==> src/rtl/pe_tmr_bist_ctrl.sv <==
`timescale 1ns/1ps
// BIST sequencer for one TMR PE: a golden pass, then a stuck-at pass per MAC polarity, each MISR-compacted.
// Optional BIST_DOUBLE_FAULT_EN adds phase 7 (MAC0+MAC1 SA1), which must differ from golden.
module pe_tmr_bist_ctrl #(
  parameter int                     WORD_SIZE   = 16,
  parameter int                     NUM_VECTORS = 32,
  parameter int                     PE_LAT      = 2,
  parameter logic [15:0]            LFSR_SEED   = 16'hACE1,
  parameter logic [2*WORD_SIZE-1:0] MISR_POLY   = (2*WORD_SIZE)'(32'h04C1_1DB7)
) (
  input  logic                 clk,
  input  logic                 rst,
  input  logic                 start,
  input  logic [WORD_SIZE-1:0] pe_right_in,
  input  logic [WORD_SIZE-1:0] pe_bottom_in,
  output logic [WORD_SIZE-1:0] left_out,
  output logic [WORD_SIZE-1:0] top_out,
  output logic                 fsm_op2_sel,
  output logic                 fsm_out_sel,
  output logic                 stat_bit,
  output logic [5:0]           fault_inject,
  output logic                 pe_clr,
  output logic                 test_mode,
  output logic                 busy,
  output logic                 done,
  output logic                 pass,
  output logic [2:0]           fail_phase,
  output logic [2:0]           fail_cnt
);
  localparam int MW = 2*WORD_SIZE;
  localparam int CW = $clog2((NUM_VECTORS > PE_LAT ? NUM_VECTORS : PE_LAT) + 1);
`ifdef BIST_DOUBLE_FAULT_EN
  localparam logic [2:0] LAST_PHASE = 3'd7;
`else
  localparam logic [2:0] LAST_PHASE = 3'd6;
`endif

  typedef enum logic [2:0] {S_IDLE, S_SETUP, S_APPLY, S_DRAIN, S_CMP, S_FIN} state_e;
  state_e state, state_nxt;

  logic [2:0]    phase;
  logic [CW-1:0] cnt;
  logic [15:0]   lfsr, lfsr_nxt, lfsr_rev;
  logic [MW-1:0] misr, misr_nxt, golden;
  logic [5:0]    fi_phase;
  logic          phase_fail;

  assign lfsr_nxt = {lfsr[0] ^ lfsr[2] ^ lfsr[3] ^ lfsr[5], lfsr[15:1]};
  assign misr_nxt = {misr[MW-2:0], misr[MW-1]} ^ {pe_bottom_in, pe_right_in}
                  ^ (misr[MW-1] ? MISR_POLY : '0);

  always_comb begin
    lfsr_rev = '0;
    for (int i = 0; i < 16; i++) lfsr_rev[i] = lfsr[15-i];
  end

  always_comb begin
    case (phase)
      3'd1:    fi_phase = 6'h01;
      3'd2:    fi_phase = 6'h03;
      3'd3:    fi_phase = 6'h04;
      3'd4:    fi_phase = 6'h0C;
      3'd5:    fi_phase = 6'h10;
      3'd6:    fi_phase = 6'h30;
`ifdef BIST_DOUBLE_FAULT_EN
      3'd7:    fi_phase = 6'h0F;
`endif
      default: fi_phase = 6'h00;
    endcase
  end

  // Double-fault phase is inverted: matching golden means the voter was never exercised.
  always_comb begin
    phase_fail = (phase != 3'd0) && (misr != golden);
`ifdef BIST_DOUBLE_FAULT_EN
    if (phase == 3'd7) phase_fail = (misr == golden);
`endif
  end

  always_ff @(posedge clk or negedge rst) begin
    if (!rst) state <= S_IDLE;
    else      state <= state_nxt;
  end

  always_comb begin
    state_nxt = state;
    case (state)
      S_IDLE:  if (start) state_nxt = S_SETUP;
      S_SETUP: state_nxt = S_APPLY;
      S_APPLY: if (cnt == CW'(NUM_VECTORS-1)) state_nxt = S_DRAIN;
      S_DRAIN: if (cnt == CW'(PE_LAT-1)) state_nxt = S_CMP;
      S_CMP:   state_nxt = (phase == LAST_PHASE) ? S_FIN : S_SETUP;
      S_FIN:   state_nxt = S_IDLE;
      default: state_nxt = S_IDLE;
    endcase
  end

  always_comb begin
    busy         = 1'b0;
    test_mode    = 1'b0;
    done         = 1'b0;
    pe_clr       = 1'b0;
    fault_inject = 6'h00;
    left_out     = '0;
    top_out      = '0;
    case (state)
      S_SETUP, S_APPLY, S_DRAIN, S_CMP: begin
        busy         = 1'b1;
        test_mode    = 1'b1;
        fault_inject = fi_phase;
        pe_clr       = (state == S_SETUP);
        if (state == S_APPLY) begin
          left_out = WORD_SIZE'(lfsr);
          top_out  = WORD_SIZE'(lfsr_rev);
        end
      end
      S_FIN:   done = 1'b1;
      default: ;
    endcase
  end

  assign fsm_op2_sel = 1'b0;
  assign fsm_out_sel = 1'b0;
  assign stat_bit    = 1'b0;

  always_ff @(posedge clk or negedge rst) begin
    if (!rst) begin
      phase      <= '0;
      cnt        <= '0;
      lfsr       <= LFSR_SEED;
      misr       <= '0;
      golden     <= '0;
      fail_cnt   <= '0;
      fail_phase <= '0;
      pass       <= 1'b0;
    end else begin
      case (state)
        S_IDLE: if (start) begin
          phase      <= '0;
          fail_cnt   <= '0;
          fail_phase <= '0;
          pass       <= 1'b0;
        end
        S_SETUP: begin
          lfsr <= LFSR_SEED;
          misr <= '0;
          cnt  <= '0;
        end
        S_APPLY: begin
          lfsr <= lfsr_nxt;
          misr <= misr_nxt;
          cnt  <= (cnt == CW'(NUM_VECTORS-1)) ? '0 : cnt + CW'(1);
        end
        S_DRAIN: begin
          misr <= misr_nxt;
          cnt  <= cnt + CW'(1);
        end
        S_CMP: begin
          if (phase == 3'd0) golden <= misr;
          if (phase_fail) begin
            if (fail_cnt != 3'd7)   fail_cnt   <= fail_cnt + 3'd1;
            if (fail_phase == 3'd0) fail_phase <= phase;
          end
          if (phase == LAST_PHASE) pass <= (fail_cnt == 3'd0) && !phase_fail;
          else                     phase <= phase + 3'd1;
        end
        default: ;
      endcase
    end
  end
endmodule

==> config.mk <==
export PLATFORM = sky130hd
export DESIGN_NAME = pe_tmr_bist_ctrl
export DESIGN_NICKNAME = d
export VERILOG_FILES = /design/src/rtl/pe_tmr_bist_ctrl.sv
export SDC_FILE = /design/constraint.sdc
export NUM_CORES = 1
export LEC_CHECK = 0
export ABC_AREA = 1
export BUFFER_PORTS_ARGS = -buffer_cell sky130_fd_sc_hd__buf_4
export CORE_ASPECT_RATIO = 0.8
export CORE_MARGIN = 10
export CORE_UTILIZATION = 35
export CTS_CLUSTER_SIZE = 40
export DETAILED_ROUTE_END_ITERATION = 8
export PLACE_DENSITY = 0.52
export SLEW_MARGIN = 10
export SYNTH_ARGS = -nofsm -noshare
export SYNTH_HDL_FRONTEND = slang
export SYNTH_SLANG_ARGS = --single-unit
==> constraint.sdc <==
create_clock -name clk -period 1.95 [get_ports clk]
set_clock_uncertainty 0.1 [all_clocks]
set_input_delay 0.2925 -clock clk [delete_from_list [all_inputs] [get_ports clk]]
set_output_delay 0.2925 -clock clk [all_outputs]
set_load 0.02 [all_outputs]
==> results of run 1 <==
## cells in the mapped netlist
cell	count	area [sq um]
buf_4	20	150
nor2_4	1	11.3
nand2_2	3	18.8
nor2_1	42	158
a211oi_1	2	15.0
xnor2_1	55	482
nand2_4	1	11.3
conb_1	1	3.75
nor3_1	3	15.0
buf_2	7	35.0
inv_1	87	327
xor2_1	14	123
clkbuf_1	10	37.5
a22oi_1	7	52.6
dfstp_2	8	210
dfrtp_1	91	2280
nand3_4	1	17.5
a21oi_1	9	45.0
buf_1	1	3.75
o21ai_0	45	225
nor2_2	2	12.5
nor3b_1	1	7.51
ha_1	9	113
o21a_1	1	7.51
o22ai_1	40	250
inv_2	5	18.8
nand4_1	9	56.3
nand3b_1	1	7.51
o21ai_1	2	10.0
clkinv_2	1	5.00
nand3_2	3	30.0
or3_1	1	6.26
nand3_1	9	45.0
nand2_1	101	379
## kinds of logic after synthesis
logic type / synth area share, %
and+or+nand+nor: 15.0
buffers and inverters: 11.2
AOI/OAI and AO/OA: 11.7
DFF: 48.1
xor gates and xnor gates: 11.7
adders and majority gates: 2.18
other: 0.0726
## power by group through the flow
stage	clock network, mW	logic [mW]	registers (mW)
final	1.86	5.45	3.45
after global routing	2.01	6.06	3.56
after CTS	1.92	5.29	3.45
after detailed placement	0	5.00	3.51
after global placement	0	4.92	3.47
after floorplan	0	3.73	3.38
## layout by cell type, fill, tap and decap left out, types with 9 or more instances in the layout
master and instances:
xor2_1 14, buf_4 101, o21ai_0 45, nor2_4 13
nand2_1 98, clkbuf_16 9, nand4_1 9, xnor2_1 55
nand3_1 9, nor2_1 21, nor2_2 11, dfrtp_1 90
o22ai_1 40, inv_1 82
## registers in the layout, summed over array words and instances, names as in the netlist
signal and flops:
state 3, misr 32, pass 1, cnt 6, fail_phase 3, fail_cnt 3
golden 32, phase 3, lfsr 16
## timing repair
| item | CTS | global route |
|---|---|---|
| hold endpoints to repair | 30 | 0 |
| hold buffers | 1 | 0 |
| resized for setup | 15 | 24 |
| setup endpoints to repair | 40 | 45 |
| buffers inserted | 11 | 5 |
| gates cloned | 0 | 1 |
| pin swaps | 3 | 5 |
## layer usage
| layer | up-vias | wire [microns] | GRT usage (%) | part of all wire, % |
|---|---|---|---|---|
| met5 | - | 0 | 0 | 0 |
| met4 | 0 | 28 | 3.22 | 0.21 |
| met3 | 2 | 588 | 3.40 | 4.5 |
| met2 | 67 | 6270 | 21.0 | 48 |
| met1 | 1952 | 6140 | 17.2 | 47 |
| li1 | 2037 | - | - | - |
## final timing paths
check,depth (start not counted),slack (ns),to
max,6,0.01,top_out[13]
min,3,0.14,misr[15]
max reg2reg,9,0.11,cnt[3]
min reg2reg,2,0.39,fail_phase[1]
max in group asynchronous,3,0.70,lfsr[13]
min in group asynchronous,2,0.36,lfsr[12]
## stage by stage
stage	TNS (ns)	instances
after floorplan	-0.203	595
final	0	867
after CTS	-0.175	861
after detailed placement	-0.136	833
after global placement	0	833
after global routing	-1.27	867
## cell type report
type                       count  area, sq um
fill                        1372         7860
sequential                    99         2490
tap                          184          230
inverter                      93          360
multi-input combinational    366         2280
clock inverter                 5         60.1
timing repair buffer         109          865
clock buffer                  11          253
## worst reg2reg max path, cell delays in order (launching register included)
cell and delay, ns:
dfrtp_2 0.41, buf_4 0.15, nand2_2 0.09, buf_4 0.37
nor2_1 0.11, inv_1 0.09, nand2_1 0.10, inv_1 0.10
nor2_1 0.04, o21a_1 0.16
==> impl_metrics.tcl, run 1 <==
set metrics [dict create \
    hpwl_microns 9110 \
    worstMarginPinSlew_ns 0.516 \
    routedWlPerCell_microns 15.0 \
    total_power_mw 10.8 \
    grt_start_max_net_pins 74 \
    placed_area_sq_um 5970 \
    dieWidth_microns 156 \
    coreArea_sq_um 14400 \
    fin_util_pct 45.4 \
    synth.distinct_cells 34 \
    cts_tree "built" \
    wirelength_microns 13000 \
    clkSinkCount 99 \
    holdWs_ns 0.137 \
    critPathSlowestCell "dfrtp_1" \
    final.setup.worst_slack_ns 0.0140 \
    crit_arrival_ns 1.54 \
    layout.nets 722 \
    clock_power_share_pct 17.3 \
    fin_area_sq_um 6540 \
    cts_made_buffers 9 \
    p_int_mw 6.17 \
    max_stage_delay_ns 0.40 \
    seqPwrFrac_pct 32.1 \
    grt_pass1_vias 4192 \
    path_max_fanout 26 \
    place_ws_ns -0.0249 \
    num_vias 4058 \
    worstSetupPathType "reg2out" \
    synth_area_sq_um 5170 \
    cts-root-buf "clkbuf_16" \
    ys_seq_area_share_pct 48.1 \
    io_pins 87 \
    worst_setup_path_end_kind "output pin" \
    setup.worst_path.start_class "flop" \
    clk_pin_slew_ns 0.07 \
    outcome "finished clean" \
    p_switching_mw 4.59 \
    cp_cell_sequence "inv_2 > nand2_2 > nor2_4 > inv_8 > nor2_2 > buf_4" \
    first_iter_violations 182 \
    leakage_nw 3.08 \
    route.detailed.drc 0 \
    path_buf_inv 3 \
    antenna_left 0 \
    fmax_ghz 0.517 \
    avgSynthCellArea_sq_um 8.71 \
    fp.dieH_microns 129 \
    grt_pass1_wl_microns 21100 \
    dieArea_sq_um 20100 \
    slew-limit-headroom_pct 65.6 \
    antenna_found_initial 0 \
    min_period_ns 1.94 \
    power_density_nw_per_um2 1650 \
    insertion_delay_ns 0.35 \
    pwr-share-comb_pct 50.6 \
    startpoint "state[2]" \
    slew_violations 0 \
    final_hold_viol_count 0 \
    drive_gt1_share_pct 27.1 \
    path_delay_family "flip-flops" \
    synth-seq-cells 99 \
    start_util_pct 35.9 \
    cts_htree_levels 3 \
    required_ns 1.56 \
    port_buffers 83 \
    cap_viol_max_count 0 \
    period_share_pct 99.3 \
    p_sw_share_pct 42.6 \
    via_per_inst 4.68 \
    peakVddDrop_uv 548 \
    min-delay-start "pe_right_in[15]" \
    dr.pass1.iters 4 \
    place.gp.congestion 0.807 \
    grt_overflow 0 \
    grt_setup_unrepaired "true" \
    timing.rr.start "state[1]" \
    synthCells 593 \
    yosys_warnings 0 \
    hp-class "in2reg" \
    syn2layout_area_growth_pct 26.5 \
    grtUsageTotal_pct 13.0 \
    clk_path_buf_depth 2 \
    setup_viol 0 \
    num_antenna_cells 0 \
    fp-row-count 39 \
]
(Power assumes the default switching activity.)
==> run 2, diff against run 1 <==
Settings changed: ABC_AREA 1 to 0.
==> run 2 against run 1 <==
The flow now finishes with violations (setup timing). Non-clock buffer count grew 46. Die area shrank 2.2%. Sequential share of layout area shrank 3.9 points. Critical endpoint is now fail_cnt[2]. Design area grew 12%. Via count shrank 0.42%. Largest power group unchanged.
==> impl_metrics.tcl, run 2 <==
set metrics [dict create \
    grt_setup_unrepaired "true" \
    cts-root-buf "clkbuf_16" \
    period_share_pct 109 \
    peakVddDrop_uv 1220 \
    synth-async-reset-ratio_pct 100 \
    cts_made_buffers 9 \
    crit_arrival_ns 2.33 \
    clk_pin_slew_ns 0.07 \
    start_util_pct 35.4 \
    synthCells 531 \
    p_switching_mw 4.61 \
    synth.distinct_cells 43 \
    antenna_found_initial 0 \
    pwr-share-comb_pct 55.2 \
    final_common_cell "buf_4" \
    seqPwrFrac_pct 29.5 \
    synthTopCellsByArea "dfrtp_1 45%, nand2_1 11%, xnor2_1 9.1%" \
    largestRegisters "golden (32), misr (32), lfsr (16)" \
    fp.dieH_microns 127 \
    grt_overflow 0 \
    ys_seq_area_share_pct 49.4 \
    min_period_ns 2.13 \
    fmax_ghz 0.469 \
    setup_viol 52 \
    timing.rr.start "golden[1]" \
    grt_start_max_net_pins 48 \
    synthFlopType "dfrtp_1" \
    routedWlPerCell_microns 16.9 \
    drive_gt1_share_pct 43.8 \
    coreArea_sq_um 14200 \
    power_density_nw_per_um2 1570 \
    yosys.area.top_type "dfrtp_1" \
    min-delay-start "pe_right_in[0]" \
    total_power_mw 11.4 \
    dieArea_sq_um 19600 \
    slew_violations 0 \
    hpwl_microns 9380 \
    first_iter_violations 162 \
    insertion_delay_ns 0.36 \
    grt_pass1_wl_microns 22300 \
    worstSetupPathType "reg2reg" \
    layout.nets 697 \
    slew-limit-headroom_pct 57.4 \
    hp-class "in2reg" \
    cts_htree_levels 3 \
    setup.worst_path.start_class "flop" \
    wirelength_microns 14200 \
    startpoint "golden[1]" \
    num_vias 4041 \
    synth_commonest_cells "143 x nand2_1, 91 x dfrtp_1, 52 x xnor2_1, 45 x o21ai_0, 29 x xor2_1" \
    layout_common_cells "98 x buf_4, 90 x dfrtp_1, 76 x nand2_1" \
    num_antenna_cells 0 \
    leakage_nw 3.42 \
    yosys_warnings 0 \
    cap_viol_max_count 0 \
    path_max_fanout 2 \
    holdWs_ns 0.0723 \
    dieWidth_microns 154 \
    synth_edf_count 0 \
    final.setup.worst_slack_ns -0.182 \
    fin_util_pct 51.3 \
    synth_most_common_cell "nand2_1" \
    p_sw_share_pct 40.3 \
    via_per_inst 4.80 \
    dr.pass1.iters 4 \
    antenna_left 0 \
    place.gp.congestion 0.771 \
    outcome "finished with violations" \
    cts_tree "built" \
    grt_pass1_vias 4144 \
    final_hold_viol_count 0 \
    io_pins 87 \
    synth-seq-cells 99 \
    synth_area_sq_um 5030 \
    syn2layout_area_growth_pct 44.8 \
    worstMarginPinSlew_ns 0.636 \
    clock_power_share_pct 15.3 \
    fp-row-count 39 \
    violations "setup timing" \
    required_ns 2.15 \
    p_int_mw 6.83 \
    port_buffers 83 \
    route.detailed.drc 0 \
    clk_path_buf_depth 2 \
    grtUsageTotal_pct 14.0 \
    avgSynthCellArea_sq_um 9.48 \
    clkSinkCount 99 \
    synth_top_area_share_pct 45.3 \
    worst_setup_path_end_kind "flop" \
]
[run 2: logic make-up after synthesis]
family	count (synthesis)	synth area share [%]
adder cells (fa/ha/maj)	9	2.24
AND/OR/NAND/NOR	207	18.4
AO/OA/AOI/OAI	79	9.95
multiplexers	1	0.199
other	1	0.0745
buffers and inverters	54	5.62
flip-flops	99	49.4
XOR/XNOR	81	14.1
[run 2: repair_timing]
action,CTS,global route
hold endpoints to repair,11,0
pin swaps,21,70
buffers inserted,6,7
setup endpoints to repair,80,80
hold buffers,1,0
gates cloned,5,3
gates resized for setup,77,114
[run 2: through the flow]
stage          area [sq um]  setup TNS, ns  cells  setup WS (ns)
2_1_floorplan          5040         -0.427    533        -0.0208
3_3_place_gp           6070          -2.82    806         -0.233
3_5_place_dp           6070          -3.82    806         -0.267
4_1_cts                6790          -3.02    833         -0.189
5_1_grt                7290          -7.41    842         -0.254
6_report               7290          -2.72    842         -0.182
[run 2: per-layer routing]
| metal | vias to the layer above | wire, microns | part of all wire [%] | global-route usage, % |
|---|---|---|---|---|
| met5 | - | 0 | 0 | 0 |
| met2 | 65 | 6800 | 48 | 21.8 |
| met4 | 0 | 176 | 1.2 | 4.66 |
| met1 | 1997 | 6710 | 47 | 18.6 |
| li1 | 1967 | - | - | - |
| met3 | 12 | 526 | 3.7 | 3.72 |
[run 2: worst paths after layout]
check	end	cells past startpoint	slack, ns
max	fail_cnt[2]	7	-0.18
min	misr[0]	2	0.07
max reg2reg	fail_cnt[2]	7	-0.18
min reg2reg	lfsr[9]	1	0.39
max in group asynchronous	misr[2]	3	0.91
min in group asynchronous	golden[4]	2	0.24
[run 2: final cells by class]
type | count | area, sq um
Fill cell | 1305 | 6910
Multi-Input combinational cell | 380 | 2760
Sequential cell | 99 | 2490
Timing Repair Buffer | 155 | 1500
Tap cell | 184 | 230
Clock buffer | 9 | 225
Clock inverter | 7 | 60.1
Inverter | 8 | 30.0
[run 2: power groups by stage]
stage               clock [mW]  combinational (mW)  sequential (mW)
floorplan                    0                3.32             3.42
global placement             0                5.34             3.33
detailed placement           0                5.38             3.35
CTS                       1.80                6.15             3.35
global route              1.88                6.84             3.47
finish                    1.75                6.31             3.38
[run 2: critical path: stages (launching register included)]
cell     delay (ns)
dfrtp_1        0.41
xnor2_1        0.20
nand4_1        0.17
nor4_2         0.34
buf_4          0.16
or4b_4         0.46
nand2_1        0.10
a32o_1         0.12
==> run 3, diff against run 2 <==
==> constraint.sdc (replaced) <==
create_clock -name clk -period 2.54 [get_ports clk]
set_clock_uncertainty 0.1 [all_clocks]
set_input_delay 0.127 -clock clk [delete_from_list [all_inputs] [get_ports clk]]
set_output_delay 0.127 -clock clk [all_outputs]
set_load 0.02 [all_outputs]
==> run 3 against run 2 <==
Sequential share of layout area is 6.1 points higher. Routed wire length down 11%. Clock power down 29%. Design area is 15% lower. The flow now finishes without violations. Largest power group unchanged. Critical path depth decreased by 1. Register-to-register slack better by 0.37 ns. Sequential power down 19%. Critical path type unchanged.
==> impl_metrics.tcl, run 3 (synthesis gave the netlist of run 2 again) <==
set metrics [dict create \
    outcome "finished clean" \
    dieWidth_microns 154 \
    io_pins 87 \
    cp_cell_sequence "or3b_1 > nor3_1 > nand4_1 > nor4b_2 > nor2_1 > a32o_1" \
    critPathSlowestCell "dfrtp_1" \
    drive_gt1_share_pct 20.0 \
    power_density_nw_per_um2 1210 \
    max_stage_delay_ns 0.45 \
    grt_start_max_net_pins 54 \
    peakVddDrop_uv 759 \
    antenna_found_initial 0 \
    insertion_delay_ns 0.35 \
    clk_pin_slew_ns 0.07 \
    fp-row-count 39 \
    layoutNonFillerInstCount 798 \
    grt_overflow 0 \
    hp-class "in2reg" \
    slew-limit-headroom_pct 52.3 \
    crit_arrival_ns 2.49 \
    cts_tree "built" \
    port_buffers 83 \
    grt_pass1_wl_microns 20500 \
    num_vias 3792 \
    holdWs_ns 0.00838 \
    antenna_left 0 \
    min_period_ns 2.35 \
    post-place-cells 764 \
    start_util_pct 35.4 \
    worst_setup_path_end_kind "flop" \
    clk_path_buf_depth 2 \
    place.gp.congestion 0.739 \
    routedWlPerCell_microns 15.8 \
    largestRegisters "golden (32), misr (32), lfsr (16)" \
    grt_setup_unrepaired "false" \
    required_ns 2.68 \
    cts_htree_levels 3 \
    worstMarginPinSlew_ns 0.713 \
    fin_area_sq_um 6180 \
    layout_common_cells "143 x nand2_1, 92 x buf_4, 91 x dfrtp_1" \
    placed_area_sq_um 5730 \
    via_per_inst 4.75 \
    final_hold_viol_count 0 \
    total_power_mw 7.49 \
    path_buf_inv 0 \
    clkSinkCount 99 \
    grt_pass1_vias 3850 \
    cts_made_buffers 9 \
    layout.nets 653 \
    period_share_pct 92.6 \
    final_common_cell "nand2_1" \
    hpwl_microns 8780 \
    setup_viol 0 \
    slew_violations 0 \
    wirelength_microns 12600 \
    route.detailed.drc 0 \
    num_antenna_cells 0 \
    fin_setup_tns_ns 0 \
    fp.dieH_microns 127 \
    path_delay_family "simple AND/OR/NAND/NOR gates" \
    path_max_fanout 7 \
    syn2layout_area_growth_pct 22.7 \
    coreArea_sq_um 14200 \
    dr.pass1.iters 4 \
    leakage_nw 2.97 \
    cap_viol_max_count 0 \
    first_iter_violations 189 \
    fmax_ghz 0.425 \
    fillers 1369 \
    cts-root-buf "clkbuf_16" \
    setup.worst_path.start_class "flop" \
    grtUsageTotal_pct 12.9 \
    dieArea_sq_um 19600 \
    worstSetupPathType "reg2reg" \
]
-- run 3: changes by cell type in the layout (fill, tap and decap cells not counted), moves of 5 or more --
cell	delta
buf_4	-6
nand2_2	-43
and3_4	-16
nand2_1	+67
buf_12	-6
dlygate4sd3_1	+17
and3_1	+16
nand2_4	-24
clkinv_2	+5
buf_6	-44
-- run 3: per-stage QoR --
| stage | utilization (%) | setup WS (ns) |
|---|---|---|
| final | 43.5 | 0.188 |
| after global routing | 43.5 | 0.118 |
| after CTS | 43.5 | 0.179 |
| after detailed placement | 40.4 | 0.188 |
| after global placement | 40.4 | 0.227 |
| after floorplan | - | 0.494 |
-- run 3: what timing repair did --
| item | 4_1_cts | 5_1_grt |
|---|---|---|
| hold buffers | 18 | 0 |
| setup buffers | 0 | 0 |
| resized for setup | 0 | 0 |
| endpoints found under the hold margin | 63 | 0 |
-- run 3: layer usage --
layer	up-vias	part of all wire [%]	GRT usage [%]
met5	-	0	0
met4	0	1.3	4.16
met3	11	4.5	3.39
met2	80	45	19.1
met1	1828	49	17.9
li1	1873	-	-
-- run 3: report_power, final --
part	leakage (nW)	switching, mW	internal [mW]
Clock	0.132	0.598	0.656
Sequential	1.26	0.579	2.16
Combinational	1.57	1.94	1.56
Total	2.97	3.12	4.37
-- run 3: cell type report --
cell class                 count  area [sq um]  area share, %
timing repair buffer         111           891           14.4
inverter                       8          30.0          0.486
tap                          184           230           3.73
sequential                    99          2490           40.3
clock inverter                 6          32.5          0.527
clock buffer                  10           229           3.71
multi-input combinational    380          2280           36.9
-- run 3: path summary, 6_finish.rpt --
kind | startpoint | endpoint | slack [ns] | depth (start not counted)
max reg2reg | state[0] | fail_cnt[2] | 0.19 | 6
min reg2reg | lfsr[4] | lfsr[4] | 0.38 | 1
max in group asynchronous | rst | lfsr[5] | 1.34 | 3
min | pe_bottom_in[5] | misr[21] | 0.008 | 3
min in group asynchronous | rst | misr[19] | 0.24 | 2
max | state[0] | fail_cnt[2] | 0.19 | 6
-- run 3: worst reg2reg max path, cell delays in order, from the launching register on --
cell     delay [ns]
dfrtp_1        0.45
or3b_1         0.45
nor3_1         0.23
nand4_1        0.17
nor4b_2        0.39
nor2_1         0.17
a32o_1         0.29
